[config.mk]
export PLATFORM = sky130hd
export DESIGN_NAME = instr_fetch_queue_flat
export DESIGN_NICKNAME = d
export VERILOG_FILES = /design/src/rtl/instr_fetch_queue_pkg.sv /design/src/rtl/instr_fetch_queue_if.sv /design/src/rtl/instr_fetch_queue_sync_fifo.sv /design/src/rtl/instr_fetch_queue.sv /design/src/flat_wrapper.sv
export SDC_FILE = /design/constraint.sdc
export NUM_CORES = 1
export LEC_CHECK = 0
export BUFFER_PORTS_ARGS = -buffer_cell sky130_fd_sc_hd__buf_2
export CAP_MARGIN = 20
export CORE_ASPECT_RATIO = 0.75
export CORE_MARGIN = 1
export CORE_UTILIZATION = 40
export DETAILED_ROUTE_END_ITERATION = 7
export PLACE_DENSITY = 0.58
export REMOVE_ABC_BUFFERS = 1
export SYNTH_ARGS = -nofsm -noshare
export SYNTH_HDL_FRONTEND = slang
export SYNTH_SLANG_ARGS = --single-unit
[constraint.sdc]
create_clock -name clk_i -period 10.62 [get_ports clk_i]
set_input_delay 2.655 -clock clk_i [delete_from_list [all_inputs] [get_ports clk_i]]
set_output_delay 2.655 -clock clk_i [all_outputs]
set_load 0.01 [all_outputs]
[src/rtl/instr_fetch_queue_pkg.sv]
// Shared types and constants for the instruction fetch queue.
// Holds the FSM state encoding, the FIFO entry layout and a PC alignment helper.
package instr_fetch_queue_pkg;

  localparam int INSTR_W = 32;
  localparam logic [INSTR_W-1:0] NOP_INSTR = 32'h0;

  typedef enum logic [0:0] {
    IFQ_RUN   = 1'b0,
    IFQ_FLUSH = 1'b1
  } ifq_state_e;

  typedef struct packed {
    logic [31:0]        pc;
    logic [INSTR_W-1:0] instr;
  } ifq_entry_t;

  function automatic logic [31:0] word_align(input logic [31:0] addr);
    return {addr[31:2], 2'b00};
  endfunction

endpackage

[src/rtl/instr_fetch_queue_if.sv]
// Memory-side and decode-side handshake bundle of the instruction fetch queue.
// All handshakes: a transfer happens at a rising edge where the sender's valid
// (mem_req_o / mem_rvalid_i / instr_valid_o) and the receiver's accept
// (mem_gnt_i / always / instr_ready_i) are both 1; payload is held while valid waits.
interface instr_fetch_queue_if;

  logic        mem_req_o;
  logic [31:0] mem_addr_o;
  logic        mem_gnt_i;
  logic        mem_rvalid_i;
  logic [31:0] mem_rdata_i;

  logic        instr_valid_o;
  logic        instr_ready_i;
  logic [31:0] instr_o;
  logic [31:0] instr_pc_o;
  logic [31:0] pc_plus4_o;

  modport master (
    output mem_req_o, mem_addr_o,
    input  mem_gnt_i, mem_rvalid_i, mem_rdata_i,
    output instr_valid_o, instr_o, instr_pc_o, pc_plus4_o,
    input  instr_ready_i
  );

  modport slave (
    input  mem_req_o, mem_addr_o,
    output mem_gnt_i, mem_rvalid_i, mem_rdata_i,
    input  instr_valid_o, instr_o, instr_pc_o, pc_plus4_o,
    output instr_ready_i
  );

endinterface

[src/rtl/instr_fetch_queue_sync_fifo.sv]
// Small synchronous FIFO holding {pc, instr} fetch entries.
// Clear wins over push and pop; pop on empty and push on full (without pop) are ignored.
module instr_fetch_queue_sync_fifo #(
  parameter int WIDTH = 64,
  parameter int DEPTH = 4
) (
  input  logic                       clk_i,
  input  logic                       rst_i,
  input  logic                       push_i,
  input  logic [WIDTH-1:0]           push_data_i,
  input  logic                       pop_i,
  input  logic                       clear_i,
  output logic [WIDTH-1:0]           head_o,
  output logic [$clog2(DEPTH):0]     count_o,
  output logic                       empty_o,
  output logic                       full_o
);

  localparam int AW = $clog2(DEPTH);
  localparam int CW = AW + 1;

  logic [WIDTH-1:0] storage [DEPTH];
  logic [AW-1:0]    wptr_q;
  logic [AW-1:0]    rptr_q;
  logic [CW-1:0]    count_q;
  logic             do_push;
  logic             do_pop;

  assign empty_o = (count_q == '0);
  assign full_o  = (count_q == CW'(DEPTH));
  assign do_pop  = pop_i && !empty_o;
  assign do_push = push_i && (!full_o || do_pop);
  assign head_o  = storage[rptr_q];
  assign count_o = count_q;

  always_ff @(posedge clk_i) begin
    if (!rst_i || clear_i) begin
      wptr_q  <= '0;
      rptr_q  <= '0;
      count_q <= '0;
    end else begin
      if (do_push) wptr_q <= wptr_q + AW'(1);
      if (do_pop)  rptr_q <= rptr_q + AW'(1);
      count_q <= count_q + CW'(do_push) - CW'(do_pop);
    end
  end

  // Storage carries no reset; only pointers define which entries are live.
  always_ff @(posedge clk_i) begin
    if (rst_i && !clear_i && do_push) storage[wptr_q] <= push_data_i;
  end

endmodule

[src/rtl/instr_fetch_queue.sv]
// Instruction fetch front end: issues word fetches under a credit limit, buffers
// responses with their PC, and flushes stale in-flight fetches on redirect.
module instr_fetch_queue
  import instr_fetch_queue_pkg::*;
#(
  parameter int          DEPTH    = 4,
  parameter logic [31:0] RESET_PC = 32'h0
) (
  input  logic                       clk_i,
  input  logic                       rst_i,
  input  logic                       redirect_i,
  input  logic [31:0]                redirect_pc_i,
  output logic                       align_err_o,
  output ifq_state_e                 state_o,
  instr_fetch_queue_if.master        bus
);

  localparam int CW = $clog2(DEPTH) + 1;
  localparam int EW = $bits(ifq_entry_t);

  ifq_state_e     state_q, state_d;
  logic [31:0]    fetch_pc_q;
  logic [31:0]    resp_pc_q;
  logic [CW-1:0]  outstanding_q, outstanding_d;
  logic           align_err_q;

  logic [CW-1:0]  fifo_count;
  logic           fifo_empty, fifo_full;
  logic [EW-1:0]  fifo_head_raw;
  ifq_entry_t     fifo_head;
  logic [CW:0]    credit_used;
  logic           gnt_take, resp_take, push, pop;

  // Entries in the FIFO plus fetches in flight may never exceed DEPTH, so a
  // response always finds room.
  assign credit_used   = {1'b0, fifo_count} + {1'b0, outstanding_q};
  assign bus.mem_req_o = rst_i && (state_q == IFQ_RUN) && !redirect_i
                         && (credit_used < (CW+1)'(DEPTH));
  assign bus.mem_addr_o = fetch_pc_q;

  assign gnt_take  = bus.mem_req_o && bus.mem_gnt_i;
  assign resp_take = bus.mem_rvalid_i && (outstanding_q != '0);
  assign push      = resp_take && (state_q == IFQ_RUN) && !redirect_i;
  assign pop       = !fifo_empty && bus.instr_ready_i && !redirect_i;

  always_comb begin
    outstanding_d = outstanding_q + CW'(gnt_take) - CW'(resp_take);
    state_d       = state_q;
    if (redirect_i) begin
      state_d = (outstanding_d != '0) ? IFQ_FLUSH : IFQ_RUN;
    end else if (state_q == IFQ_FLUSH && outstanding_d == '0) begin
      state_d = IFQ_RUN;
    end
  end

  // resp_pc tracks the PC of the oldest live pending fetch; stale responses
  // drained in FLUSH never advance it.
  always_ff @(posedge clk_i) begin
    if (!rst_i) begin
      state_q       <= IFQ_RUN;
      fetch_pc_q    <= RESET_PC;
      resp_pc_q     <= RESET_PC;
      outstanding_q <= '0;
      align_err_q   <= 1'b0;
    end else begin
      state_q       <= state_d;
      outstanding_q <= outstanding_d;
      align_err_q   <= redirect_i && (redirect_pc_i[1:0] != 2'b00);
      if (redirect_i) begin
        fetch_pc_q <= word_align(redirect_pc_i);
        resp_pc_q  <= word_align(redirect_pc_i);
      end else begin
        if (gnt_take) fetch_pc_q <= fetch_pc_q + 32'd4;
        if (push)     resp_pc_q  <= resp_pc_q + 32'd4;
      end
    end
  end

  instr_fetch_queue_sync_fifo #(
    .WIDTH (EW),
    .DEPTH (DEPTH)
  ) u_fifo (
    .clk_i       (clk_i),
    .rst_i       (rst_i),
    .push_i      (push),
    .push_data_i ({resp_pc_q, bus.mem_rdata_i}),
    .pop_i       (pop),
    .clear_i     (redirect_i),
    .head_o      (fifo_head_raw),
    .count_o     (fifo_count),
    .empty_o     (fifo_empty),
    .full_o      (fifo_full)
  );

  assign fifo_head         = ifq_entry_t'(fifo_head_raw);
  assign bus.instr_valid_o = !fifo_empty;
  assign bus.instr_o       = fifo_empty ? NOP_INSTR : fifo_head.instr;
  assign bus.instr_pc_o    = fifo_head.pc;
  assign bus.pc_plus4_o    = fifo_head.pc + 32'd4;
  assign align_err_o       = align_err_q;
  assign state_o           = state_q;

  always_ff @(posedge clk_i) begin
    if (rst_i) begin
      assert (!(bus.mem_rvalid_i && outstanding_q == '0))
        else $error("mem_rvalid_i with no outstanding fetch");
      assert (!(push && fifo_full && !pop))
        else $error("response pushed into a full queue");
    end
  end

endmodule

[src/flat_wrapper.sv]
// flat-port wrapper written by rule: the top's interface ports become plain ports
module instr_fetch_queue_flat import instr_fetch_queue_pkg::*;
#(
  parameter int          DEPTH    = 4,
  parameter logic [31:0] RESET_PC = 32'h0
)
  (clk_i, rst_i, redirect_i, redirect_pc_i, align_err_o, state_o, bus_mem_req_o, bus_mem_addr_o, bus_mem_gnt_i, bus_mem_rvalid_i, bus_mem_rdata_i, bus_instr_valid_o, bus_instr_o, bus_instr_pc_o, bus_pc_plus4_o, bus_instr_ready_i);
  instr_fetch_queue_if bus_i ();
  input  logic clk_i;
  input  logic rst_i;
  input  logic redirect_i;
  input  logic [31:0] redirect_pc_i;
  output logic align_err_o;
  output ifq_state_e state_o;
  output wire logic [$bits(bus_i.mem_req_o)-1:0] bus_mem_req_o;
  output wire logic [$bits(bus_i.mem_addr_o)-1:0] bus_mem_addr_o;
  input wire logic [$bits(bus_i.mem_gnt_i)-1:0] bus_mem_gnt_i;
  input wire logic [$bits(bus_i.mem_rvalid_i)-1:0] bus_mem_rvalid_i;
  input wire logic [$bits(bus_i.mem_rdata_i)-1:0] bus_mem_rdata_i;
  output wire logic [$bits(bus_i.instr_valid_o)-1:0] bus_instr_valid_o;
  output wire logic [$bits(bus_i.instr_o)-1:0] bus_instr_o;
  output wire logic [$bits(bus_i.instr_pc_o)-1:0] bus_instr_pc_o;
  output wire logic [$bits(bus_i.pc_plus4_o)-1:0] bus_pc_plus4_o;
  input wire logic [$bits(bus_i.instr_ready_i)-1:0] bus_instr_ready_i;
  assign bus_mem_req_o = bus_i.mem_req_o;
  assign bus_mem_addr_o = bus_i.mem_addr_o;
  assign bus_i.mem_gnt_i = bus_mem_gnt_i;
  assign bus_i.mem_rvalid_i = bus_mem_rvalid_i;
  assign bus_i.mem_rdata_i = bus_mem_rdata_i;
  assign bus_instr_valid_o = bus_i.instr_valid_o;
  assign bus_instr_o = bus_i.instr_o;
  assign bus_instr_pc_o = bus_i.instr_pc_o;
  assign bus_pc_plus4_o = bus_i.pc_plus4_o;
  assign bus_i.instr_ready_i = bus_instr_ready_i;
  instr_fetch_queue #(.DEPTH(DEPTH), .RESET_PC(RESET_PC)) u_core (.clk_i(clk_i), .rst_i(rst_i), .redirect_i(redirect_i), .redirect_pc_i(redirect_pc_i), .align_err_o(align_err_o), .state_o(state_o), .bus(bus_i));
endmodule
==> impl_metrics.toml, run 1 <==
[sta]
fin_crit_sh_pct = 64.2
setup_ws_ns = 3.80
tightest_slew_ns = 1.05
rsz0062_at_grt = "no"
slew_headroom_pct = 30.3
fin_crit_ns = 6.82
finalSetupViolCount = 0
drv_slew = 0
fin_skew_ns = 0.0186
clock.fmax_mhz = 147
tns_ns = 0
finalHoldViolations = 0

[clock_tree]
ctsHoldBuffers = 0
root_buffer = "clkbuf_16"
insertion_delay_ns = 0.52
cts.sinks = 322
cts-htree-levels = 2
clk_pin_slew_ns = 0.06
postCtsSetupRepairBufs = 0
cts_made_buffers = 35
clockBufferDepth = 3
ctsResizeCount = 0
cts_tree = "built"

[worst_setup_path]
worstPathMaxFanout = 41
worstSetupPathType = "register to output port"
crit_chain = "buf_4 -> mux4_1 -> and4_1 -> nand4_2 -> nor4_1 -> xor2_1 -> buf_2"
critPathSlowestCell = "buf_4"
endpoint_kind = "output port"
crit_required_ns = 7.97
startpoint_type = "register"
cp.arrival_ns = 4.16
critPathBufInv = 2
crit_family = "simple AND/OR/NAND/NOR gates"
critPathMaxStageDelay_ns = 0.75

[drt]
drt.antenna.violating_nets = 0
num_vias = 8736
drc = 0
drt-initial-drc-count = 627
drtPass1Iterations = 5
wl_per_cell_um = 20.4
routed_wl_mm = 33.2
vias_per_cell = 5.36

[synth]
yosysSeqAreaShare_pct = 63.8
synthArstFlopShare_pct = 0
synth_edf_count = 248
netlist_instances = 966
synth_top_family_by_area = "simple AND/OR/NAND/NOR gates"
yosys.area_share.simple_pct = 12.1
synthMuxAreaShare_pct = 10.6
syn-cell-area_um2 = 14000
synth_adder_area_share_pct = 1.36
avgSynthCellArea_um2 = 14.5
synth_ff_type = "edfxtp_1"
ys_types = 59
ys_ff_latch = 322
synth_compound_area_share_pct = 5.30
synth_xor_area_share_pct = 3.94
yosysWarnings = 0

[pwr]
cellPowerDensity_nw_per_um2 = 176
peakVddDrop_mv = 0.114
p_leak_nw = 5.72

[floorplanning]
core.rowCount = 58
initial_core_util_pct = 41.2
dieArea_um2 = 35800
die_w_um = 218
dieHeight_um = 164
io_pins = 202
core_area_um2 = 34000

[grt]
grt_overflow = 0
grt_pass1_vias = 8650
grt_pass1_wl_mm = 50.7
antenna_found_initial = 1
grt_start_max_net_pins = 63
globalRouteTotalUtil_pct = 18.6

[placement]
placed_cells = 1566
gp_congestion = 0.836
place.port_buffers = 195
detailedPlace.worstSlack_ns = 4.23
dpl.hpwl_mm = 21.5

[job]
drv_cap = 0

[status]
status = "completed"

[cells_and_area]
seq_area_um2 = 8940
syn2layout_area_growth_pct = 17.3
num-fill-cells = 3002
multi_input_area_um2 = 4700
nets = 1238
drive_above_1_share_pct = 28.3
finalNonFillerCells = 1629

[worst_hold_path]
hp-class = "register to register"
[where the power goes]
part	total (W)	internal (W)	leakage (nW)	switching [W]
Clock	0.00116	0.000679	0.532	0.000483
Sequential	0.00144	0.00140	2.86	0.0000403
Combinational	0.000282	0.000113	2.32	0.000169
[placed cells by master, fill, tap and decap left out, drive strengths merged, types with 3 or more instances in the layout]
master  netlist  final
and3         13     13
ha           12     12
dfxtp        74     74
nand3        24     24
inv          28     29
o31a          4      4
nor2b         4      4
nand4        25     25
edfxtp      248    248
clkbuf       32     45
mux2          3      3
a31oi        17     17
a41oi         3      3
o21ai        31     31
and2         47     47
buf          23    201
clkinv        0     12
a21oi        38     38
nor4         27     27
nor2         44     44
o211ai        5      5
or2           3      3
a32oi         4      4
xnor2        36     36
or4           3      3
and4         10     10
xor2         27     27
conb          1      6
mux4         62     62
nand2        55     55
mux2i         3      3
or3           9      9
a211oi       12     12
nor3         23     23
[routing by layer]
| metal | up-vias | wire length (um) | part of all wire [%] | global-route usage, % |
|---|---|---|---|---|
| met4 | 0 | 837 | 2.5 | 5.88 |
| met5 | - | 0 | 0 | 0 |
| met2 | 224 | 15200 | 46 | 28.4 |
| li1 | 4091 | - | - | - |
| met3 | 53 | 2040 | 6.2 | 4.48 |
| met1 | 4368 | 15100 | 46 | 26.2 |
[cells by family (layout without fill, tap and decap cells)]
kind of cell / Yosys count / in the layout
flops: 322 / 322
simple gates: 293 / 293
compound gates: 122 / 122
buf+inv: 83 / 290
mux: 68 / 68
xor+xnor: 63 / 63
fa+ha+maj: 14 / 14
other cells: 1 / 7
[synth_stat cells, types with 27 or more instances]
cell type | number | area, um2
a21oi_1 | 38 | 190
and2_1 | 47 | 294
clkbuf_1 | 32 | 120
dfxtp_1 | 74 | 1480
edfxtp_1 | 248 | 7450
inv_1 | 27 | 101
mux4_2 | 57 | 1280
nand2_1 | 55 | 206
nor2_1 | 44 | 165
o21ai_0 | 31 | 155
xnor2_1 | 36 | 315
xor2_1 | 27 | 236
[through the flow]
stage	utilization, %	hold slack (ns)	power (W)	instance area [um2]
floorplan	-	0.481	0.00163	13700
global placement	45.1	0.504	0.00175	15300
detailed placement	45.1	0.515	0.00176	15300
CTS	48.3	0.523	0.00292	16400
global route	48.3	0.549	0.00300	16400
finish	48.3	0.524	0.00289	16400
[flip-flops by register name, indices dropped and copies added, names as in the netlist, named ones only]
| register | count |
|---|---|
| u_core.align_err_o | 1 |
| u_core.state_o | 1 |
| u_core.outstanding_q | 3 |
| u_core.bus.mem_addr_o | 30 |
| u_core.u_fifo.rptr_q | 2 |
| u_core.resp_pc_q | 30 |
| u_core.u_fifo.count_o | 3 |
| u_core.u_fifo.storage | 248 |
| u_core.u_fifo.wptr_q | 2 |
[worst reg2reg max path: cells and delay by family (launching register included)]
kind / cells / cell delay [ns]
DFF: 1 / 0.34
and+or+nand+nor: 4 / 2.46
[worst paths after layout]
check	cells past startpoint	slack [ns]	startpoint	endpoint
worst min-delay path	2	0.52	u_core.bus.mem_addr_o[31]	u_core.bus.mem_addr_o[31]
worst max register to register	4	7.40	u_core.state_o	u_core.u_fifo.storage[2][57]
worst min register to register	2	0.52	u_core.bus.mem_addr_o[31]	u_core.bus.mem_addr_o[31]
worst max-delay path	7	3.80	register	bus_pc_plus4_o[28]
[final cells by class]
cell class                 instances  area share, %
timing repair buffer             201           6.22
tap                              450           3.43
multi-input combinational        566           28.6
sequential                       322           54.4
inverter                          28          0.640
clock inverter                    16          0.884
antenna                            1         0.0152
clock buffer                      45           5.75
No activity file was read; power rests on OpenSTA's default activity.
==> inputs of run 2 (changes only) <==
--- a/config.mk
+++ b/config.mk
@@ -5,13 +5,14 @@
 export SDC_FILE = /design/constraint.sdc
 export NUM_CORES = 1
 export LEC_CHECK = 0
+export ABC_AREA = 1
 export BUFFER_PORTS_ARGS = -buffer_cell sky130_fd_sc_hd__buf_2
 export CAP_MARGIN = 20
 export CORE_ASPECT_RATIO = 0.75
 export CORE_MARGIN = 1
 export CORE_UTILIZATION = 40
 export DETAILED_ROUTE_END_ITERATION = 7
-export PLACE_DENSITY = 0.58
+export PLACE_DENSITY = 0.6
 export REMOVE_ABC_BUFFERS = 1
 export SYNTH_ARGS = -nofsm -noshare
 export SYNTH_HDL_FRONTEND = slang
==> constraint.sdc (replaced) <==
create_clock -name clk_i -period 5.9 [get_ports clk_i]
set_input_delay 1.475 -clock clk_i [delete_from_list [all_inputs] [get_ports clk_i]]
set_output_delay 1.475 -clock clk_i [all_outputs]
set_load 0.01 [all_outputs]
==> impl_metrics.toml, run 2 <==
[floorplanning]
io_pins = 202
initial_core_util_pct = 40.8
core_area_um2 = 38600
dieHeight_um = 174
core.rowCount = 62
die_w_um = 231
dieArea_um2 = 40100

[synth]
yosysSeqAreaShare_pct = 56.7
synth_ff_type = "edfxtp_1"
yosysWarnings = 0
netlist_instances = 1816
ys_ff_latch = 322
yosysTopAreaCellShare_pct = 47.3
yosysMostFrequentCell = "nand2_1"
synthArstFlopShare_pct = 0
ys_types = 43
avgSynthCellArea_um2 = 8.66
netlist_top_cells_count = "nand2_1 (526), nor2_1 (272), edfxtp_1 (248)"
yosys-top-cells-area = "edfxtp_1 (47%), nand2_1 (13%), dfxtp_1 (9.4%), nor2_1 (6.5%), nand3_1 (4.0%)"
syn-cell-area_um2 = 15700
yosys.area.top_type = "edfxtp_1"
synth_edf_count = 248

[clock_tree]
clockBufferDepth = 3
cts_tree = "built"
clk_pin_slew_ns = 0.06
cts.sinks = 322
cts-htree-levels = 2
insertion_delay_ns = 0.53
root_buffer = "clkbuf_16"
ctsHoldBuffers = 0
postCtsSetupRepairBufs = 0
ctsResizeCount = 0
cts_made_buffers = 36

[sta]
tightest_slew_ns = 0.895
drv_slew = 0
slew_headroom_pct = 40.3
clock.fmax_mhz = 197
finalHoldViolations = 0
rsz0062_at_grt = "no"
hold_ws_ns = 0.467
finalSetupViolCount = 0
fin_skew_ns = 0.0143
fin_crit_ns = 5.07
fin_crit_sh_pct = 85.9

[placement]
placed_cells = 2474
place.port_buffers = 195
gp_congestion = 0.949
dpl.hpwl_mm = 31.1

[grt]
globalRouteTotalUtil_pct = 22.7
grt_overflow = 0
grt_start_max_net_pins = 127
antenna_found_initial = 0
grt_pass1_vias = 12310
grt_pass1_wl_mm = 70.6

[worst_setup_path]
crit_required_ns = 4.43
worstSetupPathType = "register to output port"
critPathSlowestCell = "buf_4"
critPathBufInv = 2
cp.arrival_ns = 3.59
endpoint_kind = "output port"
startpoint_type = "register"
worstPathMaxFanout = 82
crit_chain = "buf_4 -> nand2_1 -> nand2_1 -> nand2_1 -> nand2_2 -> nand2_1 -> nor2_1 -> nand2_1 -> nor2_1 -> nand2_1 -> nand2_1 -> nand2_1 -> buf_2"
critPathMaxStageDelay_ns = 0.77
cp_common_cell = "nand2_1"
crit_family = "simple AND/OR/NAND/NOR gates"

[cells_and_area]
nets = 2084
fin_util_pct = 47.4
regMostFlops = "u_core.u_fifo.storage"
largest_register_ffs = 248
finalNonFillerCells = 2538
final_common_cell = "nand2_1"
drive_above_1_share_pct = 15.4
layout_common_cells = "nand2_1 (526), nor2_1 (268), edfxtp_1 (248), buf_2 (195), inv_1 (146)"
syn2layout_area_growth_pct = 16.1

[drt]
drt-initial-drc-count = 1250
drt.antenna.violating_nets = 0
drc = 0
drtPass1Iterations = 6
routed_wl_mm = 45.8
num_vias = 13138
vias_per_cell = 5.18
wl_per_cell_um = 18.0

[pwr]
switching_share_pct = 27.0
combPwrFrac_pct = 11.9
cellPowerDensity_nw_per_um2 = 296
clkPwrFrac_pct = 39.2
p_switching_w = 0.00146
seqPwrFrac_pct = 48.8
p_leak_nw = 7.41
peakVddDrop_mv = 0.197
power.internal_w = 0.00395

[status]
status = "completed"

[job]
drv_cap = 0

[worst_hold_path]
hp-class = "register to register"
==> run 2: cell types whose count changed after synthesis, sizes merged, moves of 13 or more <==
cell / previous run / this run
nand2: 55 / 544
nor2: 44 / 284
inv: 28 / 153
nand3: 24 / 127
o21ai: 31 / 112
mux4: 62 / 0
and2: 47 / 1
a21oi: 38 / 75
nor4: 27 / 0
xnor2: 36 / 9
buf: 23 / 49
and3: 13 / 0
==> run 2: layout make-up <==
type                    count  area [um2]
multi-input cells        1273        5840
clock inverters            17         130
clock buffers              46         958
repair buffers            213        1170
well taps                 512         641
inverters                 154         588
diodes                      1        2.50
flip-flops and latches    322        8930
fillers                  3679       20300
==> run 2: worst min-delay path, stage by stage (launching register included) <==
cell	delay, ns
dfxtp_1	0.30
inv_1	0.06
a21oi_1	0.07
==> run 2: path summary, 6_finish.rpt <==
kind / from / to / slack (ns) / cells after the start
max: register / bus_pc_plus4_o[30] / 0.83 / 13
min: u_core.u_fifo.rptr_q[1] / register / 0.47 / 2
max reg2reg: u_core.state_o / u_core.u_fifo.storage[3][10] / 2.90 / 8
min reg2reg: u_core.u_fifo.rptr_q[1] / register / 0.47 / 2
==> run 2: cells by family after synthesis <==
group	Yosys count	share of synthesized area, %
XOR/XNOR	40	2.23
adder cells (fa/ha/maj)	14	1.21
buffers and inverters	226	6.47
AO/OA/AOI/OAI	217	7.22
flip-flops	322	56.7
other	1	0.0238
AND/OR/NAND/NOR	996	26.1
==> run 2: layer usage <==
metal	track usage (%)	vias to the layer above	part of all wire [%]	wire length, um
met1	33.3	6278	46	21200
met5	0	-	0	0
met4	6.02	0	2.1	961
li1	-	6361	-	-
met2	35.2	428	45	20800
met3	3.01	71	6.3	2870
==> run 2: stage by stage <==
stage                     instance area, um2  total power (W)  setup WS, ns  setup TNS (ns)
after CTS                              18300          0.00545         0.858               0
after global placement                 17200          0.00331          1.46               0
after detailed placement               17200          0.00333          1.43               0
final                                  18300          0.00540         0.832               0
after floorplan                        15300          0.00303    -0.0000830      -0.0000830
after global routing                   18300          0.00562         0.473               0
==> run 2: power groups by stage <==
stage	clock network, W	logic [W]	registers (W)
after floorplan	0	0.000371	0.00266
after global placement	0	0.000631	0.00268
after detailed placement	0	0.000639	0.00269
after CTS	0.00217	0.000642	0.00264
after global routing	0.00225	0.000719	0.00265
final	0.00212	0.000645	0.00264
